File: src/rtl/rename_recovery_walker_pkg.sv
// Shared types and widths for the rename recovery walker.
// The top-level file header names the optional RECOVERY_PERF_CNT_EN build macro.
package rename_recovery_walker_pkg;
  localparam int SQN_W   = 6;
  localparam int REGNM_W = 6;
  localparam int TAG_W   = 7;

  typedef enum logic [1:0] {
    ST_IDLE,
    ST_COPY,
    ST_WALK
  } walk_state_e;

  typedef struct packed {
    logic               valid;
    logic [REGNM_W-1:0] regNm;
    logic [TAG_W-1:0]   tag;
  } RestoreUOp;
endpackage

File: src/rtl/rename_recovery_walker.sv
// Mispredict recovery: pulse a committed-map copy, then replay history entries NUM_UOPS per cycle.
// Optional build macro RECOVERY_PERF_CNT_EN adds a saturating busy-cycle counter output.
module rename_recovery_walker
  import rename_recovery_walker_pkg::*;
#(
  parameter int NUM_UOPS    = 3,
  parameter int NUM_ENTRIES = 32
) (
  input  logic                        clk,
  input  logic                        rst,
  input  logic                        IN_flushValid,
  input  logic [SQN_W-1:0]            IN_flushSqN,
  input  logic [SQN_W-1:0]            IN_commitSqN,
  output logic [SQN_W-1:0]            OUT_readSqN,
  input  logic [NUM_UOPS*REGNM_W-1:0] IN_histRegNm,
  input  logic [NUM_UOPS*TAG_W-1:0]   IN_histRegTag,
  output logic                        OUT_copyCommitted,
  output logic [NUM_UOPS-1:0]         OUT_restoreValid,
  output logic [NUM_UOPS*REGNM_W-1:0] OUT_restoreRegNm,
  output logic [NUM_UOPS*TAG_W-1:0]   OUT_restoreTag,
`ifdef RECOVERY_PERF_CNT_EN
  output logic [31:0]                 OUT_recoveryCycles,
`endif
  output logic                        OUT_busy
);

  walk_state_e      r_state;
  logic [SQN_W-1:0] r_start;
  logic [SQN_W-1:0] r_remaining;
  logic             r_busy;
  logic             r_copy;
  RestoreUOp        r_lane [NUM_UOPS];

  logic [SQN_W-1:0] w_count;
  logic [SQN_W-1:0] w_step;
  RestoreUOp        w_lane [NUM_UOPS];

  // Inclusive window from the oldest uncommitted SqN to the last survivor, mod 64.
  assign w_count = IN_flushSqN - IN_commitSqN + SQN_W'(1);
  assign w_step  = (r_remaining >= SQN_W'(NUM_UOPS)) ? SQN_W'(NUM_UOPS) : r_remaining;

  genvar gi;
  generate
    for (gi = 0; gi < NUM_UOPS; gi++) begin : g_lane
      assign w_lane[gi].valid = (SQN_W'(gi) < r_remaining);
      assign w_lane[gi].regNm = IN_histRegNm[gi*REGNM_W +: REGNM_W];
      assign w_lane[gi].tag   = IN_histRegTag[gi*TAG_W +: TAG_W];

      assign OUT_restoreValid[gi]                   = r_lane[gi].valid;
      assign OUT_restoreRegNm[gi*REGNM_W +: REGNM_W] = r_lane[gi].regNm;
      assign OUT_restoreTag[gi*TAG_W +: TAG_W]       = r_lane[gi].tag;
    end
  endgenerate

  assign OUT_readSqN       = r_start;
  assign OUT_busy          = r_busy;
  assign OUT_copyCommitted = r_copy;

  always_ff @(posedge clk) begin
    if (rst) begin
      r_state     <= ST_IDLE;
      r_start     <= '0;
      r_remaining <= '0;
      r_busy      <= 1'b0;
      r_copy      <= 1'b0;
      for (int i = 0; i < NUM_UOPS; i++) r_lane[i] <= '0;
    end else if (IN_flushValid) begin
      // A flush in any state restarts recovery and kills the beat in flight.
      r_state     <= ST_COPY;
      r_start     <= IN_commitSqN;
      r_remaining <= w_count;
      r_busy      <= 1'b1;
      r_copy      <= 1'b1;
      for (int i = 0; i < NUM_UOPS; i++) r_lane[i].valid <= 1'b0;
    end else begin
      case (r_state)
        ST_COPY, ST_WALK: begin
          r_copy <= 1'b0;
          if (r_remaining == '0) begin
            r_state <= ST_IDLE;
            r_busy  <= 1'b0;
            for (int i = 0; i < NUM_UOPS; i++) r_lane[i].valid <= 1'b0;
          end else begin
            r_state     <= ST_WALK;
            r_busy      <= 1'b1;
            r_start     <= r_start + SQN_W'(NUM_UOPS);
            r_remaining <= r_remaining - w_step;
            for (int i = 0; i < NUM_UOPS; i++) r_lane[i] <= w_lane[i];
          end
        end
        default: begin
          r_state <= ST_IDLE;
          r_busy  <= 1'b0;
          r_copy  <= 1'b0;
          for (int i = 0; i < NUM_UOPS; i++) r_lane[i].valid <= 1'b0;
        end
      endcase
    end
  end

  // A replay window larger than the history depth cannot be reconstructed.
  always_ff @(posedge clk) begin
    if (!rst && IN_flushValid) assert ({1'b0, w_count} <= 7'(NUM_ENTRIES));
  end

`ifdef RECOVERY_PERF_CNT_EN
  logic [31:0] r_recovery_cycles;

  always_ff @(posedge clk) begin
    if (rst)                                 r_recovery_cycles <= '0;
    else if (r_busy && (r_recovery_cycles != '1)) r_recovery_cycles <= r_recovery_cycles + 32'd1;
  end

  assign OUT_recoveryCycles = r_recovery_cycles;
`endif

endmodule

File: config.mk
export PLATFORM = sky130hd
export DESIGN_NAME = rename_recovery_walker
export DESIGN_NICKNAME = d
export VERILOG_FILES = /design/src/rtl/rename_recovery_walker_pkg.sv /design/src/rtl/rename_recovery_walker.sv
export SDC_FILE = /design/constraint.sdc
export NUM_CORES = 1
export LEC_CHECK = 0
export ABC_AREA = 1
export BUFFER_PORTS_ARGS = -buffer_cell sky130_fd_sc_hd__buf_2
export CAP_MARGIN = 20
export CORE_MARGIN = 2
export CORE_UTILIZATION = 35
export CTS_BUF_LIST = sky130_fd_sc_hd__clkbuf_8
export CTS_CLUSTER_SIZE = 25
export DETAILED_ROUTE_END_ITERATION = 10
export GPL_ROUTABILITY_DRIVEN = 0
export PLACE_DENSITY = 0.69
export RECOVER_POWER = 25
export SYNTH_ARGS = -nofsm -noshare
export SYNTH_HDL_FRONTEND = slang
export SYNTH_SLANG_ARGS = --single-unit
File: constraint.sdc
create_clock -name clk -period 2.4 [get_ports clk]
set_input_delay 0.48 -clock clk [delete_from_list [all_inputs] [get_ports clk]]
set_output_delay 0.48 -clock clk [all_outputs]
set_load 0.02 [all_outputs]
==> results of run 1 <==
-- path summary, 6_finish.rpt --
path                                  endpoint               from  slack [ns]  cells past startpoint
worst max-delay path             r_lane[0][33]      IN_flushValid        0.46                      7
worst min-delay path             r_lane[0][17]  IN_histRegTag[10]        0.45                      3
worst max register to register  r_remaining[4]     r_remaining[2]        0.75                     12
worst min register to register  r_remaining[0]     r_remaining[0]        0.54                      2
-- kinds of logic after synthesis --
kind of cell	after synthesis	synth area share, %
XOR/XNOR	1	0.308
flip-flops	58	55.6
other	1	0.132
AND/OR/NAND/NOR	145	22.7
buffers and inverters	78	11.4
AO/OA/AOI/OAI	22	4.27
adder cells (fa/ha/maj)	12	5.55
-- worst register-to-register path, stage by stage (launching register included) --
cell     delay, ns
dfxtp_1       0.41
nor2_4        0.09
nand2_1       0.09
inv_1         0.07
nor2_1        0.12
inv_1         0.07
ha_1          0.20
inv_1         0.09
nand3_1       0.08
nand3_1       0.09
nand2_1       0.07
nor2_1        0.11
nor2_1        0.04
-- flip-flops by register name (all words and copies together) (netlist names) --
signal / flops
r_remaining: 6
r_state: 2
OUT_busy: 1
OUT_copyCommitted: 1
r_lane: 42
OUT_readSqN: 6
-- cell usage in the layout, fill, tap and decap left out, types with 10 or more instances in the layout --
cell,count
ha_1,11
inv_1,69
a21oi_1,10
buf_2,74
clkbuf_1,29
edfxtp_1,42
nand3_1,18
nand2_1,53
nor2_1,62
dfxtp_1,16
-- through the flow --
step	instance area [um^2]	std cells	total power, mW	utilization [%]
after floorplan	2850	319	1.55	-
after global placement	3470	518	1.71	44.5
after detailed placement	3470	518	1.72	44.5
after CTS	3630	533	2.46	46.5
after global routing	3590	533	2.55	46.0
final	3590	533	2.41	46.0
-- metal layers --
| metal | up-vias | part of all wire [%] |
|---|---|---|
| li1 | 1196 | - |
| met1 | 1014 | 47 |
| met2 | 103 | 43 |
| met3 | 9 | 9.4 |
| met4 | 0 | 1.5 |
| met5 | - | 0 |
-- layout make-up --
class | instances | area [um^2] | area share, %
Sequential cell | 58 | 1580 | 44.0
Multi-Input combinational cell | 183 | 941 | 26.2
Timing Repair Buffer | 105 | 519 | 14.5
Inverter | 70 | 263 | 7.32
Tap cell | 102 | 128 | 3.55
Clock buffer | 9 | 124 | 3.45
Clock inverter | 6 | 35.0 | 0.976
-- where the power goes --
group          internal [mW]  switching (mW)
Clock                  0.359           0.361
Combinational          0.171           0.318
Sequential              1.16          0.0430
-- cell usage after synthesis --
cell type  count  share of area (%)
buf_2          2               0.35
xor2_1         1               0.31
ha_1          11                4.8
nand2_2        1               0.22
nor2_2         2               0.44
o21ai_0        8                1.4
buf_6          4                1.6
inv_1         68                9.0
nand3b_1       2               0.53
nand3_4        2                1.2
nand2_1       52                6.9
a21oi_2        1               0.31
dfxtp_1       16                 11
nand2_4        1               0.40
conb_1         1               0.13
nand4_1        2               0.44
nor2_4         3                1.2
a21oi_1       10                1.8
nor2_1        62                8.2
clkbuf_1       2               0.26
inv_2          2               0.26
nand3_1       18                3.2
fa_1           1               0.70
o21bai_1       3               0.79
edfxtp_1      42                 44
==> key figures, run 1 <==
CTS
  • Post-CTS sizing: 0
  • Clk Latency, worst-skew pair: 0.33 ns
  • Sink Count: 58
  • Htree depth: 3
  • Root Driver: clkbuf_8
  • Clock transition at the registers of the reported paths: 0.06 ns
  • Post-CTS setup buffer count: 0
  • TritonCTS clock tree: yes
  • TritonCTS buffer count: 9
  • Post-CTS Hold Fix Bufs: 0
  • Clock buffer depth: 2

Timing
  • Unrepaired setup endpoints after global routing: no
  • Fin crit share: 80.7%
  • Worst hold slack: 0.449 ns
  • Setup violations, final: 0
  • Final Skew: 0.00797 ns
  • Worst Tran Pin Value: 0.574 ns
  • Setup tns final: 0 ns
  • Final hold violation count: 0
  • Pins Over Slew Limit: 0
  • Fmax: 516 MHz
  • Fin worst setup slack: 0.462 ns
  • Minimum clock period: 1.94 ns
  • Max_slew headroom: 61.7%

Setup path
  • Critical path arrival: 2.01 ns
  • Critical setup path kind: input port to register
  • Crit-path cells: clkbuf_1 > inv_1 > nand3_4 > nor2_4 > inv_2 > buf_12 > nor2_1
  • CP endpoint kind: register
  • Buf/Inv on CP: 4
  • CP required: 2.47 ns
  • CP Launch Type: input port
  • Slowest library cell on the worst path: inv_1
  • Delay-heaviest family, CP: buffers and inverters
  • Slowest cell delay on critical path: 0.45 ns
  • Worst Path Max Fanout: 41

Outcome
  • Status: complete, no violations

Route
  • TritonRoute pass-1 iters: 4
  • DRC: 0
  • Vias: 2,322
  • Wire per inst: 11.0 um
  • Initial DRC count: 106
  • Final wirelength: 5850 um
  • DRT antenna net count: 0
  • Vias per cell: 4.36

Finish
  • Filler cells: 776
  • Share of layout cells above drive strength 1: 23.4%
  • Fin nets: 493
  • Area delta synth->final: 26.3%
  • Diodes inserted: 0

Global routing
  • Met2 Usage GRT: 21.8%
  • GR Layer Usage met1: 17.0%
  • Vias in the first global route: 2,130
  • First-pass GRT wire length: 9320 um
  • Grt met3 use: 3.77%
  • Most crowded layer after global routing: met2
  • Final global-route overflow total: 0
  • Initial antenna violation count: 0
  • All-layer global routing usage: 13.5%
  • Pin count of the biggest net entering global routing: 42

Floorplan
  • Row count: 32
  • Io pins: 104
  • Die H: 94.1 um
  • Core Area: 0.00781 mm^2
  • Die W: 94.1 um
  • Die Area: 0.00886 mm^2
  • Starting Density: 36.4%

Synthesis
  • #FFs+latches synth: 58
  • Synth warnings: 0
  • Register area share after synthesis: 55.6%
  • Unique masters post-synth: 25
  • Post-Syn Instances: 317
  • Cell Area, Synth: 0.00284 mm^2
  • Syn_area_per_cell: 8.97 um^2

Pwr
  • Leak: 1.82 nW
  • Max VDD drop: 0.221 mV
  • P per Cell Area: 671 mW/mm^2

Placement
  • DP HPWL: 4400 um
  • Worst slack, placed: 0.254 ns
  • Buffers added on ports: 103

Worst hold path
  • Worst Hold Class: input port to register

Run
  • # Max-Cap Violations: 0
Power figures use the tool's default switching activity.
==> run 2: changes to the inputs <==
==> constraint.sdc (replaced) <==
create_clock -name clk -period 1.79 [get_ports clk]
set_input_delay 0.358 -clock clk [delete_from_list [all_inputs] [get_ports clk]]
set_output_delay 0.358 -clock clk [all_outputs]
set_load 0.02 [all_outputs]
==> run 2 against run 1 <==
Against the previous run:
- critical path depth is 5 higher
- non-clock buffer count is 3 higher
- cell area is 3.2% higher
- routed wire length is 1.2% higher
- power is 53% higher
- first-iteration DRC count is 22% lower
- global-route usage is 0.13 points higher
- critical path type is now register to register
- largest cell class unchanged
==> key figures, run 2 (synthesized netlist as in run 1, its figures left out) <==
Global routing
  • Pin count of the biggest net entering global routing: 40 (was 42)
  • First-pass GRT wire length: 9430 um (was 9320 um)
  • All-layer global routing usage: 13.7% (was 13.5%)
  • Initial antenna violation count: 0 (unchanged)
  • Final global-route overflow total: 0 (unchanged)
  • Vias in the first global route: 2,226 (was 2,130)

Timing
  • Fin crit share: 90.5%
  • Fin worst setup slack: 0.170 ns (was 0.462 ns)
  • Final Skew: 0.00947 ns (was 0.00797 ns)
  • Setup violations, final: 0 (unchanged)
  • Fmax: 617 MHz
  • Pins Over Slew Limit: 0 (unchanged)
  • Worst Tran Pin Value: 0.586 ns (was 0.574 ns)
  • Minimum clock period: 1.62 ns
  • Max_slew headroom: 61.0% (was 61.7%)
  • Final hold violation count: 0 (unchanged)
  • Unrepaired setup endpoints after global routing: no (unchanged)
  • Setup tns final: 0 ns (unchanged)

CTS
  • Post-CTS setup buffer count: 0 (unchanged)
  • Post-CTS sizing: 0 (unchanged)
  • Clock buffer depth: 2 (unchanged)
  • Clk Latency, worst-skew pair: 0.32 ns (was 0.33 ns)
  • Clock transition at the registers of the reported paths: 0.06 ns (about the same)
  • TritonCTS clock tree: yes (unchanged)
  • Sink Count: 58 (unchanged)
  • Htree depth: 3 (unchanged)
  • Root Driver: clkbuf_8 (unchanged)
  • TritonCTS buffer count: 9 (unchanged)
  • Post-CTS Hold Fix Bufs: 0 (unchanged)

Outcome
  • Status: complete, no violations (unchanged)

Setup path
  • Critical path depth in cells: 12 (was 7)
  • Crit-path cells: nor2_4 > nand2_1 > inv_1 > nor2_1 > inv_1 > ha_1 > inv_1 > nand3_1 > nand3_1 > nand2_1 > nor2_1 > nor2_1 (was clkbuf_1 > inv_1 > nand3_4 > nor2_4 > inv_2 > buf_12 > nor2_1)
  • Worst Path Max Fanout: 6 (was 41)
  • CP endpoint kind: register (unchanged)
  • Slowest library cell on the worst path: dfxtp_1 (was inv_1)
  • Critical setup path kind: register to register (was input port to register)
  • Reg2reg path depth: 12 (unchanged)
  • Critical path arrival: 1.84 ns (was 2.01 ns)
  • Slowest cell delay on critical path: 0.41 ns (was 0.45 ns)
  • Delay-heaviest family, CP: simple AND/OR/NAND/NOR gates (was buffers and inverters)
  • Buf/Inv on CP: 3 (was 4)
  • CP Launch Type: register (was input port)
  • CP required: 2.01 ns (was 2.47 ns)

Route
  • DRC: 0 (unchanged)
  • Vias per cell: 4.31 (was 4.36)
  • M1 wire length: 2740 um (was 2720 um)
  • Met2 Routed Length: 2600 um (was 2500 um)
  • TritonRoute pass-1 iters: 4 (unchanged)
  • Initial DRC count: 83 (was 106)
  • Wire per inst: 11.0 um (about the same)
  • Final wirelength: 5920 um (was 5850 um)
  • Routed length on met3: 500 um (was 550 um)
  • DRT antenna net count: 0 (unchanged)
  • Top Layer Used: met4 (unchanged)
  • Vias: 2,315 (was 2,322)

Finish
  • Max reg flops: 42 (unchanged)
  • Final Cell Area: 0.00371 mm^2 (was 0.00359 mm^2)
  • Fin nets: 496 (was 493)
  • Filler cells: 764 (was 776)
  • Diodes inserted: 0 (unchanged)
  • Commonest non-fill, non-tap cell in the layout: buf_2 (unchanged)
  • Layout Cells excl Fill: 537 (was 533)
  • Top reg by flops: r_lane (unchanged)
  • Area delta synth->final: 30.4% (was 26.3%)
  • Most frequent cells in the layout: buf_2, inv_1, nor2_1 (unchanged)
  • Share of layout cells above drive strength 1: 25.5% (was 23.4%)

Placement
  • Worst slack, placed: -0.170 ns (was 0.254 ns)
  • Cell Area, Placed: 0.00352 mm^2 (was 0.00347 mm^2)
  • Buffers added on ports: 103 (unchanged)
  • Placed cells: 521 (was 518)
  • DP HPWL: 4490 um (was 4400 um)

Pwr
  • Max VDD drop: 0.283 mV (was 0.221 mV)
  • P per Cell Area: 992 mW/mm^2 (was 671 mW/mm^2)
  • Leak: 1.86 nW (was 1.82 nW)

Floorplan
  • Core Area: 0.00781 mm^2 (unchanged)
  • Row count: 32 (unchanged)
  • Die H: 94.1 um (unchanged)
  • Die W: 94.1 um (unchanged)
  • Io pins: 104 (unchanged)
  • Starting Density: 36.4% (unchanged)
  • Die Area: 0.00886 mm^2 (unchanged)

Worst hold path
  • Worst Hold Depth: 3 (unchanged)
  • Worst Hold Class: input port to register (unchanged)

Run
  • # Max-Cap Violations: 0 (unchanged)
## run 2: cell count changes in the layout (fill, tap and decap cells not counted), sizes merged
cell,before,now
clkinvlp,2,1
inv,70,72
clkinv,4,1
clkbuf,38,40
buf,76,77
bufinv,0,3
## run 2: final timing paths
kind                          from        endpoint  slack, ns
setup / recovery    r_remaining[2]  r_remaining[4]       0.17
setup reg to reg    r_remaining[2]  r_remaining[4]       0.17
hold reg to reg     r_remaining[0]  r_remaining[0]       0.53
hold / removal    IN_histRegTag[5]    r_lane[0][5]       0.33
## run 2: layout make-up
type | instances | area (um^2) | share of cell area [%]
Timing Repair Buffer | 108 | 539 | 14.6
Inverter | 70 | 263 | 7.09
Clock buffer | 9 | 124 | 3.34
Tap cell | 102 | 128 | 3.44
Clock inverter | 7 | 110 | 2.97
Multi-Input combinational cell | 183 | 961 | 25.9
Sequential cell | 58 | 1580 | 42.7
## run 2: through the flow
stage / util, % / hold slack, ns / total power, mW
floorplan: - / 0.442 / 2.09
global placement: 45.1 / 0.507 / 2.31
detailed placement: 45.1 / 0.525 / 2.32
CTS: 48.1 / 0.309 / 3.74
global route: 47.5 / 0.328 / 3.88
finish: 47.5 / 0.327 / 3.68
## run 2: layer usage
layer  GRT usage, %  vias to the layer above
li1               -                     1203
met1           16.0                     1008
met4           6.40                        0
met5              0                        -
met2           23.0                       94
met3           3.77                       10
## run 2: tightest hold or removal path: stages
cell and delay [ns]:
buf_2 0.07, inv_1 0.03, nor2_1 0.08
## run 2: report_power, final
part	internal, mW	switching [mW]
clock	0.912	0.493
sequential	1.55	0.0550
combinational	0.237	0.430
total	2.70	0.978
==> run 3: changes to the inputs <==
--- a/config.mk
+++ b/config.mk
@@ -5,16 +5,15 @@
 export SDC_FILE = /design/constraint.sdc
 export NUM_CORES = 1
 export LEC_CHECK = 0
-export ABC_AREA = 1
-export BUFFER_PORTS_ARGS = -buffer_cell sky130_fd_sc_hd__buf_2
 export CAP_MARGIN = 20
 export CORE_MARGIN = 2
 export CORE_UTILIZATION = 35
 export CTS_BUF_LIST = sky130_fd_sc_hd__clkbuf_8
 export CTS_CLUSTER_SIZE = 25
 export DETAILED_ROUTE_END_ITERATION = 10
+export DONT_BUFFER_PORTS = 1
 export GPL_ROUTABILITY_DRIVEN = 0
-export PLACE_DENSITY = 0.69
+export PLACE_DENSITY = 0.58
 export RECOVER_POWER = 25
 export SYNTH_ARGS = -nofsm -noshare
 export SYNTH_HDL_FRONTEND = slang
==> run 3 against run 2 <==
Against the previous run:
- maximum frequency down 4.2%
- critical path depth fell by 8
- critical endpoint is now r_lane[0][9]
- power shrank 10%
- sequential share of layout area rose by 8.2 points
- cell count down 37%
==> key figures, run 3 <==
Route
  • DRT antenna net count: 0 (unchanged)
  • Top Layer Used: met4 (unchanged)
  • TritonRoute pass-1 iters: 4 (unchanged)
  • Initial DRC count: 56 (was 83)
  • M1 wire length: 2510 um (was 2740 um)
  • DRC: 0 (unchanged)
  • Routed length on met3: 554 um (was 500 um)
  • Vias: 1,681 (was 2,315)
  • Met2 Routed Length: 2700 um (was 2600 um)
  • Final wirelength: 5790 um (was 5920 um)
  • Vias per cell: 5.00 (was 4.31)
  • Wire per inst: 17.2 um (was 11.0 um)

Floorplan
  • Die H: 91.3 um (was 94.1 um)
  • Core Area: 0.00733 mm^2 (was 0.00781 mm^2)
  • Io pins: 104 (unchanged)
  • Row count: 31 (was 32)
  • Die Area: 0.00834 mm^2 (was 0.00886 mm^2)
  • Die W: 91.3 um (was 94.1 um)
  • Starting Density: 36.4% (about the same)

Synthesis
  • Unique masters post-synth: 44 (was 25)
  • Cell Area, Synth: 0.00267 mm^2 (was 0.00284 mm^2)
  • FFs w/ async S/R, synth: 0% (unchanged)
  • Synth warnings: 0 (unchanged)
  • Most common flop cell mapped by yosys: edfxtp_1 (unchanged)
  • Post-Syn Instances: 215 (was 317)
  • Register area share after synthesis: 59.3% (was 55.6%)
  • Synth top cells by count: edfxtp_1, and3_1, dfxtp_1 (was inv_1, nor2_1, nand2_1)
  • Top-area cell type share of the netlist area: 47.3% (was 44.4%)
  • Count leader, synth: edfxtp_1 (was inv_1)
  • EDFF count, synth: 42 (unchanged)
  • Most area-consuming cells after synthesis: edfxtp_1, dfxtp_1, and3_1, ha_1, inv_1 (was edfxtp_1, dfxtp_1, inv_1, nor2_1, nand2_1)
  • Most area-hungry cell type in the Yosys netlist: edfxtp_1 (unchanged)
  • #FFs+latches synth: 58 (unchanged)
  • Syn_area_per_cell: 12.4 um^2 (was 8.97 um^2)

Finish
  • Fin nets: 299 (was 496)
  • Max reg flops: 42 (unchanged)
  • Util after Layout: 42.4% (was 47.5%)
  • Area delta synth->final: 16.6% (was 30.4%)
  • Top reg by flops: r_lane (unchanged)
  • Most frequent cells in the layout: edfxtp_1, and3_1, dfxtp_1 (was buf_2, inv_1, nor2_1)
  • Diodes inserted: 0 (unchanged)
  • Commonest non-fill, non-tap cell in the layout: edfxtp_1 (was buf_2)
  • Filler cells: 691 (was 764)
  • Share of layout cells above drive strength 1: 20.3% (was 25.5%)

Setup path
  • CP required: 1.80 ns (was 2.01 ns)
  • CP endpoint kind: register (unchanged)
  • Slowest library cell on the worst path: a21o_4 (was dfxtp_1)
  • Crit-path cells: nor4_4 > buf_4 > a21oi_4 > a21o_4 (was nor2_4 > nand2_1 > inv_1 > nor2_1 > inv_1 > ha_1 > inv_1 > nand3_1 > nand3_1 > nand2_1 > nor2_1 > nor2_1)
  • Critical path arrival: 1.71 ns (was 1.84 ns)
  • Delay-heaviest family, CP: compound AO/OA/AOI/OAI gates (was simple AND/OR/NAND/NOR gates)
  • Critical setup path kind: register to register (unchanged)
  • CP Launch Type: register (unchanged)
  • Slowest cell delay on critical path: 0.39 ns (was 0.41 ns)
  • Worst Path Max Fanout: 39 (was 6)
  • Buf/Inv on CP: 1 (was 3)

Timing
  • Setup tns final: 0 ns (unchanged)
  • Unrepaired setup endpoints after global routing: no (unchanged)
  • Fin worst setup slack: 0.0984 ns (was 0.170 ns)
  • Setup violations, final: 0 (unchanged)
  • Minimum clock period: 1.69 ns (was 1.62 ns)
  • Pins Over Slew Limit: 0 (unchanged)
  • Fmax: 591 MHz (was 617 MHz)
  • Worst hold slack: 0.102 ns (was 0.327 ns)
  • Final hold violation count: 0 (unchanged)
  • Fin crit share: 94.5% (was 90.5%)
  • Final Skew: 0.00642 ns (was 0.00947 ns)

CTS
  • Clock buffer depth: 2 (unchanged)
  • Htree depth: 3 (unchanged)
  • TritonCTS clock tree: yes (unchanged)
  • Sink Count: 58 (unchanged)
  • Clock transition at the registers of the reported paths: 0.06 ns (about the same)
  • Root Driver: clkbuf_8 (unchanged)
  • TritonCTS buffer count: 9 (unchanged)
  • Clk Latency, worst-skew pair: 0.32 ns (about the same)

Pwr
  • Combinational power share: 15.0% (was 18.1%)
  • Switching power: 901 uW (was 978 uW)
  • Total power: 3.31 mW (was 3.68 mW)
  • P per Cell Area: 1060 mW/mm^2 (was 992 mW/mm^2)
  • Sw Share: 27.2% (was 26.6%)
  • Pint: 2.41 mW (was 2.70 mW)
  • Leak: 1.34 nW (was 1.86 nW)
  • Flop pwr share: 52.2% (was 43.6%)
  • Max VDD drop: 0.295 mV (was 0.283 mV)
  • Proportion of power drawn by the clock network: 32.8% (was 38.2%)

Global routing
  • Final global-route overflow total: 0 (unchanged)
  • First-pass GRT wire length: 9290 um (was 9430 um)
  • All-layer global routing usage: 14.7% (was 13.7%)
  • Initial antenna violation count: 0 (unchanged)
  • Pin count of the biggest net entering global routing: 40 (unchanged)
  • Vias in the first global route: 1,724 (was 2,226)

Outcome
  • Status: complete, no violations (unchanged)

Run
  • # Max-Cap Violations: 0 (unchanged)

Placement
  • DP HPWL: 4290 um (was 4490 um)
  • Buffers added on ports: 0 (was 103)
  • Worst slack, placed: -0.105 ns (was -0.170 ns)

Worst hold path
  • Worst Hold Class: input port to register (unchanged)
-- run 3: cell count changes in the layout (fill, tap and decap cells not counted), sizes merged, moves of 4 or more --
cell	previous run	this run
buf	77	17
nor3	0	4
a21oi	11	7
nor2	67	14
nand3	20	2
and3	0	39
a21o	0	5
o21ai	8	0
clkbuf	40	10
nand2	54	1
xnor2	0	7
inv	72	16
-- run 3: kinds of logic after synthesis --
kind of cell / Yosys count / share of synthesized area (%)
compound gates: 29 / 9.05
mux: 2 / 0.797
flops: 58 / 59.3
fa+ha+maj: 12 / 5.91
other cells: 1 / 0.141
xor+xnor: 8 / 2.91
buf+inv: 28 / 4.78
simple gates: 77 / 17.2
-- run 3: repair_timing --
item	CTS	global route
endpoints found under the setup margin	0	1
hold buffers	0	0
resized for setup	0	1
buffers inserted	0	0
-- run 3: routing by layer --
layer | vias up | track usage [%]
li1 | 820 | -
met1 | 782 | 17.0
met2 | 77 | 23.5
met3 | 2 | 6.31
met4 | 0 | 6.82
met5 | - | 0
-- run 3: path summary, 6_finish.rpt --
| path | slack (ns) | to | start | cells after the start |
|---|---|---|---|---|
| worst max-delay path | 0.1 | r_lane[0][9] | r_remaining[4] | 4 |
| worst min-delay path | 0.10 | OUT_readSqN[4] | rst | 1 |
| worst max register to register | 0.1 | r_lane[0][9] | r_remaining[4] | 4 |
| worst min register to register | 0.62 | r_remaining[5] | r_remaining[5] | 1 |
-- run 3: final cells by class --
type                       count  area (um^2)  area share (%)
clock buffer                   9          124            3.98
clock inverter                 6         50.0            1.61
inverter                      15         61.3            1.97
multi-input combinational    131         1020            32.9
sequential                    58         1580            50.8
tap                           99          124            3.98
timing repair buffer          18          148            4.74
-- run 3: per-stage QoR --
step / area (um^2) / std cells
floorplan: 2730 / 217
global placement: 2940 / 321
detailed placement: 2940 / 321
CTS: 3110 / 336
global route: 3110 / 336
finish: 3110 / 336
-- run 3: power by group through the flow --
| stage | logic, mW | registers, mW | clock network [mW] |
|---|---|---|---|
| 6_report | 0.497 | 1.73 | 1.08 |
| 5_1_grt | 0.560 | 1.74 | 1.19 |
| 3_5_place_dp | 0.496 | 1.76 | 0 |
| 2_1_floorplan | 0.347 | 1.75 | 0 |
| 3_3_place_gp | 0.494 | 1.75 | 0 |
| 4_1_cts | 0.501 | 1.73 | 1.13 |
